<file path="config.mk">
export PLATFORM = sky130hd
export DESIGN_NAME = cosim_tx_scheduler
export DESIGN_NICKNAME = d
export VERILOG_FILES = /design/src/rtl/cosim_tx_pkg.sv /design/src/rtl/rr_arbiter.sv /design/src/rtl/cosim_tx_scheduler.sv
export SDC_FILE = /design/constraint.sdc
export NUM_CORES = 1
export LEC_CHECK = 0
export CAP_MARGIN = 20
export CORE_MARGIN = 4
export CORE_UTILIZATION = 43
export CTS_BUF_LIST = sky130_fd_sc_hd__clkbuf_8
export DETAILED_ROUTE_END_ITERATION = 12
export GPL_ROUTABILITY_DRIVEN = 0
export PLACE_DENSITY = 0.78
export SYNTH_ARGS = -nofsm -noshare
export SYNTH_HDL_FRONTEND = slang
export SYNTH_HIERARCHICAL = 1
export SYNTH_SLANG_ARGS = --single-unit
</file>
<file path="constraint.sdc">
create_clock -name clk_i -period 8.7 [get_ports clk_i]
set_clock_uncertainty 0.05 [all_clocks]
set_input_delay 2.61 -clock clk_i [delete_from_list [all_inputs] [get_ports clk_i]]
set_output_delay 2.61 -clock clk_i [all_outputs]
set_load 0.01 [all_outputs]
</file>
<file path="src/rtl/cosim_tx_pkg.sv">
// Shared constants, state encoding and helpers for the cosim UART transmit scheduler.
package cosim_tx_pkg;

  localparam logic [7:0] SLIP_END     = 8'hC0;
  localparam logic [7:0] SLIP_ESC     = 8'hDB;
  localparam logic [7:0] SLIP_ESC_END = 8'hDC;
  localparam logic [7:0] SLIP_ESC_ESC = 8'hDD;
  localparam logic [7:0] SLIP_ABORT   = 8'hDE;
  localparam logic [7:0] HDR_FLAG     = 8'h80;

  typedef enum logic [3:0] {
    IDLE,
    HEADER,
    PAYLOAD,
    ESC2,
    END,
    ABORT_ESC,
    ABORT_CODE,
    ABORT_END,
    DRAIN
  } tx_sched_state_e;

  // Index width that stays legal for a single-entry range.
  function automatic int unsigned idx_width(input int unsigned n);
    return (n > 1) ? $clog2(n) : 1;
  endfunction

endpackage

</file>
<file path="src/rtl/rr_arbiter.sv">
// Combinational round-robin search: first set request at or above ptr_i, wrapping to the bottom.
module rr_arbiter
  import cosim_tx_pkg::*;
#(
  parameter int unsigned N = 4,
  localparam int unsigned IdxW = idx_width(N)
) (
  input  logic [N-1:0]    req_i,
  input  logic [IdxW-1:0] ptr_i,
  output logic            gnt_valid_o,
  output logic [IdxW-1:0] gnt_idx_o
);

  logic            hi_valid, lo_valid;
  logic [IdxW-1:0] hi_idx, lo_idx;

  // Descending scan so the lowest index in each half ends up selected.
  always_comb begin
    hi_valid = 1'b0;
    lo_valid = 1'b0;
    hi_idx   = '0;
    lo_idx   = '0;
    for (int k = int'(N) - 1; k >= 0; k--) begin
      if (req_i[k]) begin
        if (IdxW'(k) >= ptr_i) begin
          hi_valid = 1'b1;
          hi_idx   = IdxW'(k);
        end else begin
          lo_valid = 1'b1;
          lo_idx   = IdxW'(k);
        end
      end
    end
  end

  assign gnt_valid_o = hi_valid | lo_valid;
  assign gnt_idx_o   = hi_valid ? hi_idx : lo_idx;

endmodule

</file>
<file path="src/rtl/cosim_tx_scheduler.sv">
// Shares one UART byte stream between packet sources; frames each packet as header,
// SLIP-escaped payload and END, and aborts packets whose source stalls too long.
module cosim_tx_scheduler
  import cosim_tx_pkg::*;
#(
  parameter int unsigned REQ_COUNT = 16,
  parameter int unsigned TIMEOUT   = 50_000,
  localparam int unsigned IdxW = idx_width(REQ_COUNT)
) (
  input  logic                      clk_i,
  input  logic                      rst_i,
  input  logic [REQ_COUNT-1:0]      req_valid_i,
  input  logic [REQ_COUNT-1:0][7:0] req_data_i,
  input  logic [REQ_COUNT-1:0]      req_last_i,
  output logic [REQ_COUNT-1:0]      req_ready_o,
  output logic                      tx_valid_o,
  output logic [7:0]                tx_data_o,
  input  logic                      tx_ready_i,
  output logic                      busy_o,
  output logic [IdxW-1:0]           grant_idx_o,
  output logic                      abort_o
);

  localparam int unsigned TimerW = idx_width(TIMEOUT);

  tx_sched_state_e state_q, state_d;
  logic [IdxW-1:0] grant_q, grant_d, ptr_q, ptr_d, next_ptr;
  logic [TimerW-1:0] timer_q, timer_d;
  logic            tx_valid_q, tx_valid_d;
  logic [7:0]      tx_data_q, tx_data_d, pend_q, pend_d;
  logic            end_pend_q, end_pend_d, abort_q, abort_d;

  logic            gnt_valid;
  logic [IdxW-1:0] gnt_idx;
  logic            slot_free, cur_valid, cur_last, timeout_hit;
  logic [7:0]      cur_data;

  rr_arbiter #(
    .N (REQ_COUNT)
  ) u_arb (
    .req_i       (req_valid_i),
    .ptr_i       (ptr_q),
    .gnt_valid_o (gnt_valid),
    .gnt_idx_o   (gnt_idx)
  );

  assign slot_free   = !tx_valid_q || tx_ready_i;
  assign cur_valid   = req_valid_i[grant_q];
  assign cur_last    = req_last_i[grant_q];
  assign cur_data    = req_data_i[grant_q];
  assign timeout_hit = (timer_q == TimerW'(TIMEOUT - 1));
  assign next_ptr    = (grant_q == IdxW'(REQ_COUNT - 1)) ? '0 : grant_q + 1'b1;

  always_comb begin
    state_d     = state_q;
    grant_d     = grant_q;
    ptr_d       = ptr_q;
    timer_d     = timer_q;
    tx_valid_d  = tx_valid_q && !tx_ready_i;
    tx_data_d   = tx_data_q;
    pend_d      = pend_q;
    end_pend_d  = end_pend_q;
    abort_d     = 1'b0;
    req_ready_o = '0;

    unique case (state_q)
      IDLE: begin
        end_pend_d = 1'b0;
        if (gnt_valid) begin
          grant_d = gnt_idx;
          state_d = HEADER;
        end
      end
      HEADER: begin
        if (slot_free) begin
          tx_valid_d = 1'b1;
          tx_data_d  = HDR_FLAG | 8'(grant_q);
          state_d    = PAYLOAD;
        end
      end
      PAYLOAD: begin
        req_ready_o[grant_q] = slot_free;
        if (cur_valid && slot_free) begin
          timer_d    = '0;
          tx_valid_d = 1'b1;
          if (cur_data == SLIP_END || cur_data == SLIP_ESC) begin
            tx_data_d  = SLIP_ESC;
            pend_d     = (cur_data == SLIP_END) ? SLIP_ESC_END : SLIP_ESC_ESC;
            end_pend_d = cur_last;
            state_d    = ESC2;
          end else begin
            tx_data_d = cur_data;
            if (cur_last) state_d = END;
          end
        end else if (!cur_valid) begin
          // Only source-side stalls count; a busy UART never triggers an abort.
          if (timeout_hit) begin
            abort_d = 1'b1;
            timer_d = '0;
            state_d = ABORT_ESC;
          end else begin
            timer_d = timer_q + 1'b1;
          end
        end
      end
      ESC2: begin
        if (slot_free) begin
          tx_valid_d = 1'b1;
          tx_data_d  = pend_q;
          state_d    = end_pend_q ? END : PAYLOAD;
        end
      end
      END: begin
        if (slot_free) begin
          tx_valid_d = 1'b1;
          tx_data_d  = SLIP_END;
          ptr_d      = next_ptr;
          state_d    = IDLE;
        end
      end
      ABORT_ESC: begin
        if (slot_free) begin
          tx_valid_d = 1'b1;
          tx_data_d  = SLIP_ESC;
          state_d    = ABORT_CODE;
        end
      end
      ABORT_CODE: begin
        if (slot_free) begin
          tx_valid_d = 1'b1;
          tx_data_d  = SLIP_ABORT;
          state_d    = ABORT_END;
        end
      end
      ABORT_END: begin
        if (slot_free) begin
          tx_valid_d = 1'b1;
          tx_data_d  = SLIP_END;
          state_d    = DRAIN;
        end
      end
      DRAIN: begin
        // Swallow the rest of the aborted packet so the source can resynchronise.
        req_ready_o[grant_q] = 1'b1;
        if (cur_valid) begin
          timer_d = '0;
          if (cur_last) begin
            ptr_d   = next_ptr;
            state_d = IDLE;
          end
        end else if (timeout_hit) begin
          timer_d = '0;
          ptr_d   = next_ptr;
          state_d = IDLE;
        end else begin
          timer_d = timer_q + 1'b1;
        end
      end
      default: state_d = IDLE;
    endcase
  end

  always_ff @(posedge clk_i) begin
    if (rst_i) begin
      state_q    <= IDLE;
      grant_q    <= '0;
      ptr_q      <= '0;
      timer_q    <= '0;
      tx_valid_q <= 1'b0;
      tx_data_q  <= 8'h00;
      pend_q     <= 8'h00;
      end_pend_q <= 1'b0;
      abort_q    <= 1'b0;
    end else begin
      state_q    <= state_d;
      grant_q    <= grant_d;
      ptr_q      <= ptr_d;
      timer_q    <= timer_d;
      tx_valid_q <= tx_valid_d;
      tx_data_q  <= tx_data_d;
      pend_q     <= pend_d;
      end_pend_q <= end_pend_d;
      abort_q    <= abort_d;
    end
  end

  assign tx_valid_o  = tx_valid_q;
  assign tx_data_o   = tx_data_q;
  assign busy_o      = (state_q != IDLE);
  assign grant_idx_o = grant_q;
  assign abort_o     = abort_q;

endmodule

</file>
==> After elaboration in Yosys (flattened, before gate mapping) <==
Cells that the tools add are included.
{ "classes": {"add_sub_neg": 2, "order_cmp": 18, "n_eq_ne": 27, "muxes": 182, "bitwise": 3, "n_reduce_logical": 23} }
{ "op_table": {"columns": ["cell", "count"], "rows": [
  ["4-bit 2-to-1 mux", 85],
  ["1-bit 2-to-1 mux", 73],
  ["16-bit 2-to-1 mux", 4],
  ["8-bit 2-to-1 mux", 8],
  ["16-bit one-hot mux with 2 select lines", 2],
  ["8-bit one-hot mux with 6 select lines", 1],
  ["4-bit one-hot mux with 9 select lines", 1],
  ["8-bit binary-select mux with 4-bit select", 1],
  ["4-bit greater-or-equal comparator, first input constant", 8],
  ["2-bit != test, second input constant", 9],
  ["16-bit by 1-bit adder with 16-bit output, second input constant", 1],
  ["16-bit bitwise AND", 1],
  ["16-bit == test, second input constant", 1],
  ["4-bit by 3-bit == test with 1-bit output, second input constant", 4],
  ["8-bit == test, second input constant", 2],
  ["3-bit by 4-bit greater-or-equal comparator with 1-bit output, first input constant", 4],
  ["3-bit != test, second input constant", 4],
  ["12-bit AND reduction", 1],
  ["1-bit binary-select mux with 4-bit select", 2],
  ["4-bit by 2-bit == test with 1-bit output, second input constant", 2],
  ["4-bit == test, second input constant", 2],
  ["1-bit by 4-bit greater-or-equal comparator with 1-bit output, first input constant", 2],
  ["2-bit by 4-bit greater-or-equal comparator with 1-bit output, first input constant", 2],
  ["4-bit one-hot mux with 2 select lines", 1],
  ["25 further kinds", 34]
]} }
{ "word_totals": {"register_bits": 47, "out_inout_bits": 31, "word_cells": 264} }

==> Longest topological paths before layout <==
{ "depth": {"word_depth": 36, "mapped_depth": 12, "mapped_depth_nobuf": 11} }

==> Hierarchy <==
The synthesis kept the hierarchy.
{ "by_module_without_submodules": {"columns": ["module", "instances", "cells_per_inst", "area_each_um2"], "rows": [
  ["cosim_tx_scheduler", 1, 401, 3707.3],
  ["rr_arbiter", 1, 135, 814.5]
]} }

==> Least setup slack after synthesis <==
Ideal clock, no wire load.
{ "synth_timing": {"kind": "input to output", "startpoint": "input tx_ready_i", "endpoint": "output req_ready_o[0]", "arrival_time_ps": 3380, "t_required_ps": 6040, "setup_slack_ps": 2660, "stages": 4, "n_path_buf": 0, "cell_sequence": "nor2b_1 -> o21ai_0 -> nand2_1 -> nor3_1"} }
{ "synth_via": {"elab_chain_cells": 3} }
{ "synth_rtl": {"columns": ["item", "line_no", "text"], "rows": [
  ["start, declared", "cosim_tx_scheduler.sv:18", "input logic tx_ready_i,"],
  ["1-bit logical OR", "cosim_tx_scheduler.sv:47", "assign slot_free = !tx_valid_q || tx_ready_i;"],
  ["16-bit bitwise AND (no source line)", null, null],
  ["16-bit one-hot mux with 2 select lines", "cosim_tx_scheduler.sv:66", "unique case (state_q)"],
  ["end, declared", "cosim_tx_scheduler.sv:15", "output logic [REQ_COUNT-1:0] req_ready_o,"]
]} }
No other way between the ends.

==> Worst setup path in the final report <==
Ends and elaborated chain as after synthesis.

==> reports/qor.csv <==
stage,metric,value,unit
run_status,outcome,completed,
grt,top_usage_layer,met2,
layout,diodes,0,
setup_path,worstReg2RegStart,grant_idx_o[1],
routing,ant_nets,0,
setup_path,r2r_slack,4.58,ns
routing,drc,0,
min_path,hp-class,reg -> reg,
place,dp_hpwl,13.3,mm
layout,layout.nets,866,
power,power.share.switching,42.9,%
setup_path,crit_required,6.04,ns
logic_synthesis,yosysTopAreaCell,mux4_2,
clock_network,cts_sinks,41,
setup_path,cp-start-kind,input port,
timing,slew_headroom,32.1,%
logic_synthesis,synth_seq_cells,41,
grt,grt_overflow,0,
logic_synthesis,synth_ff_type,dfxtp_1,
setup_path,reg2reg_depth,7,
routing,wl_per_cell,20.0,um
floorplanning,die-area,12200,um^2
clock_network,ctsRootBufferMaster,clkbuf_8,
setup_path,critPathTopFamily,buffers and inverters,
logic_synthesis,post_synth_num_cell_types,78,
logic_synthesis,syn_avg_cell_area,8.44,um^2
routing,via_per_inst,6.20,
timing,maxSlewViolCount,0,
timing,final-hold-violation-count,0,
floorplanning,die_w,111,um
power,ir_drop,0.000116,V
grt,grt_max_degree,29,
logic_synthesis,syn_nets,704,
clock_network,clk_path_buf_depth,2,
layout,final_util,64.1,%
power,p_leak,2.22,nW
timing,fin_crit,7.48,ns
setup_path,crit_path_cell_trace,clkdlybuf4s50_1 > nor2b_1 > o21ai_0 > nand2_1 > nor3_1 > clkdlybuf4s50_1,
timing,setup_violations,0,
grt,grt_use_met1,33.8,%
clock_network,cts-buffers-inserted,5,
logic_synthesis,ys_warn_count,6,
logic_synthesis,synth_top_cell_area_share,20.4,%
timing,timing.final.crit_share,85.9,%
power,p_seq_share,24.9,%
power,pwr-share-clk,14.2,%
grt,gr-usage-met2,44.4,%
routing,routed_wl,16.7,mm
logic_synthesis,synthCells,536,
layout,drive_gt1_share,10.2,%
clock_network,cts.reportedPaths.clkPinSlew,0.08,ns
logic_synthesis,synth_enable_flop_cells,0,
routing,drt_iter0_drc,530,
clock_network,cts_tree,built,
power,combinationalPowerShare,60.9,%
power,totalPowerFinal,1.30,mW
floorplanning,die_h,111,um
layout,area_delta_synth_final,45.6,%
routing,dr.pass1.iters,7,
floorplanning,io_pins,194,
grt,grt_util_all_layers,26.3,%
min_path,min_from,tx_data_o[1],
clock_network,postCtsSetupBuffers,0,
clock_network,post_cts_resized,0,
floorplanning,start_util,44.0,%
setup_path,crit_top_cell,clkdlybuf4s50_1,
clock_network,hold_buffers,0,
power,internal_power,0.745,mW
grt,grt_pass1_vias,5288,
timing,tns,0,ns
logic_synthesis,ys_seq_area_share,18.2,%
setup_path,critPathKind,in -> out,
routing,num_vias,5175,
floorplanning,core-area,10300,um^2
logic_synthesis,postSynth.asyncResetShare,0,%
clock_network,htree_num_levels,2,
setup_path,arrival,4.82,ns
floorplanning,rows,37,
run,max_cap_violations,0,
power,power_density,198,nW/um^2
setup_path,slowest_stage,clkdlybuf4s50_1,
min_path,hold_end,tx_data_o[1],
setup_path,end_kind,output pin,
place,portBuffers,193,
power,p_switching,0.559,mW
timing,max_freq,134,MHz
clock_network,clkLatencyLatePin,0.30,ns
logic_synthesis,synthesis.area,4520,um^2
setup_path,cpPeakStageDelay,0.58,ns
setup_path,critPathBufInv,2,
min_path,hold_depth,2,
grt,antenna_found_initial,0,
setup_path,reg2reg_to,timer_q[15],
setup_path,crit_fanout,5,
grt,grt_pass1_wl,26.9,mm
grt,grtUsageMet3,5.15,%
logic_synthesis,synth_area_leaders,"mux4_2 (20%), dfxtp_1 (18%), nor2_1 (5.2%)",
timing,rsz0062_at_grt,false,
timing,tightest_slew,1.01,ns
worst max path at each step:
stage	from	to	slack, ns	cells after the start
after floorplan	tx_ready_i	req_ready_o[0]	2.66	4
after global placement	tx_ready_i	req_ready_o[0]	1.30	6
after detailed placement	tx_ready_i	req_ready_o[0]	1.27	6
after CTS	tx_ready_i	req_ready_o[0]	1.23	6
after global routing	tx_ready_i	req_ready_o[0]	1.06	6
final	tx_ready_i	req_ready_o[0]	1.22	6
power by group through the flow:
stage	Sequential (mW)	Combinational [mW]	Clock (mW)
2_1_floorplan	0.254	0.613	0
3_3_place_gp	0.323	0.775	0
3_5_place_dp	0.327	0.784	0
4_1_cts	0.323	0.788	0.190
5_1_grt	0.335	0.860	0.197
6_report	0.324	0.794	0.186
tightest hold or removal path: stages, from the launching register on:
cell and delay, ns:
dfxtp_1 0.32, nand3_1 0.06, o41ai_1 0.06
synth_stat cells, types with 4 or more instances:
library cell  count
and2_1            8
a211oi_1          6
nand2b_1          9
a22oi_1          13
o21a_1            8
buf_2             9
o21ai_0          25
a21oi_1          21
xnor2_1           8
a22o_1            4
nand4_1           8
a21o_1            4
dfxtp_1          41
o22ai_1           4
a221oi_1          4
mux4_2           41
a311oi_1          5
xor2_1            8
nand3_1          16
nand2_1          44
mux2i_1          10
nor3_1           15
inv_1            18
ha_1              5
nor2b_1           8
o211ai_1          4
o31ai_1           4
a21boi_0          6
nor2_1           63
clkbuf_1         23
nor4_1           11
metal layers:
layer,part of all wire (%),routed length (um)
met5,0,0
met4,3.0,500
met3,8.0,1330
met2,49,8180
met1,40,6660
registers in the layout, indices dropped and copies added (netlist names):
| register | flops |
|---|---|
| pend_q | 2 |
| tx_data_o | 8 |
| ptr_q | 4 |
| timer_q | 16 |
| tx_valid_o | 1 |
| end_pend_q | 1 |
| abort_o | 1 |
| state_q | 4 |
| grant_idx_o | 4 |
per-stage QoR:
stage / std cells / hold slack [ns] / setup WS (ns) / instance area [um^2]
floorplan: 536 / 0.407 / 2.66 / 4520
global placement: 827 / 0.417 / 1.30 / 6450
detailed placement: 827 / 0.425 / 1.27 / 6450
CTS: 835 / 0.438 / 1.23 / 6580
global route: 835 / 0.472 / 1.06 / 6580
finish: 835 / 0.437 / 1.22 / 6580
placed cells by master, fill, tap and decap left out, types with 5 or more instances in the layout:
cell type | synthesis | routed
clkdlybuf4s50_1 | 0 | 193
mux2i_1 | 10 | 10
a21oi_1 | 21 | 21
nand2b_1 | 9 | 9
clkbuf_8 | 0 | 5
xnor2_1 | 8 | 8
nand3_1 | 16 | 16
a311oi_1 | 5 | 5
nor2b_1 | 8 | 8
and2_1 | 8 | 8
nand2_1 | 44 | 44
a22oi_1 | 13 | 13
o21ai_0 | 25 | 25
mux4_2 | 41 | 41
ha_1 | 5 | 5
a211oi_1 | 6 | 6
o21a_1 | 8 | 8
dfxtp_1 | 41 | 39
nor3_1 | 15 | 15
nor2_1 | 63 | 63
nand4_1 | 8 | 8
a21boi_0 | 6 | 6
nor4_1 | 11 | 11
inv_1 | 18 | 18
xor2_1 | 8 | 8
cell type report:
class / count / area (um^2)
inverters: 21 / 78.8
fillers: 881 / 3690
clock buffers: 5 / 68.8
multi-input cells: 433 / 3420
flip-flops and latches: 41 / 823
repair buffers: 196 / 1950
well taps: 136 / 170
clock inverters: 3 / 68.8
logic make-up after synthesis:
logic type	Yosys count	share of synthesized area [%]
DFF	41	18.2
xor gates and xnor gates	16	3.10
and+or+nand+nor	212	24.0
AOI/OAI and AO/OA	146	23.8
muxes	54	23.4
adders and majority gates	5	1.38
buffers and inverters	62	6.23
Note: power is estimated with default switching activity, not from simulation.
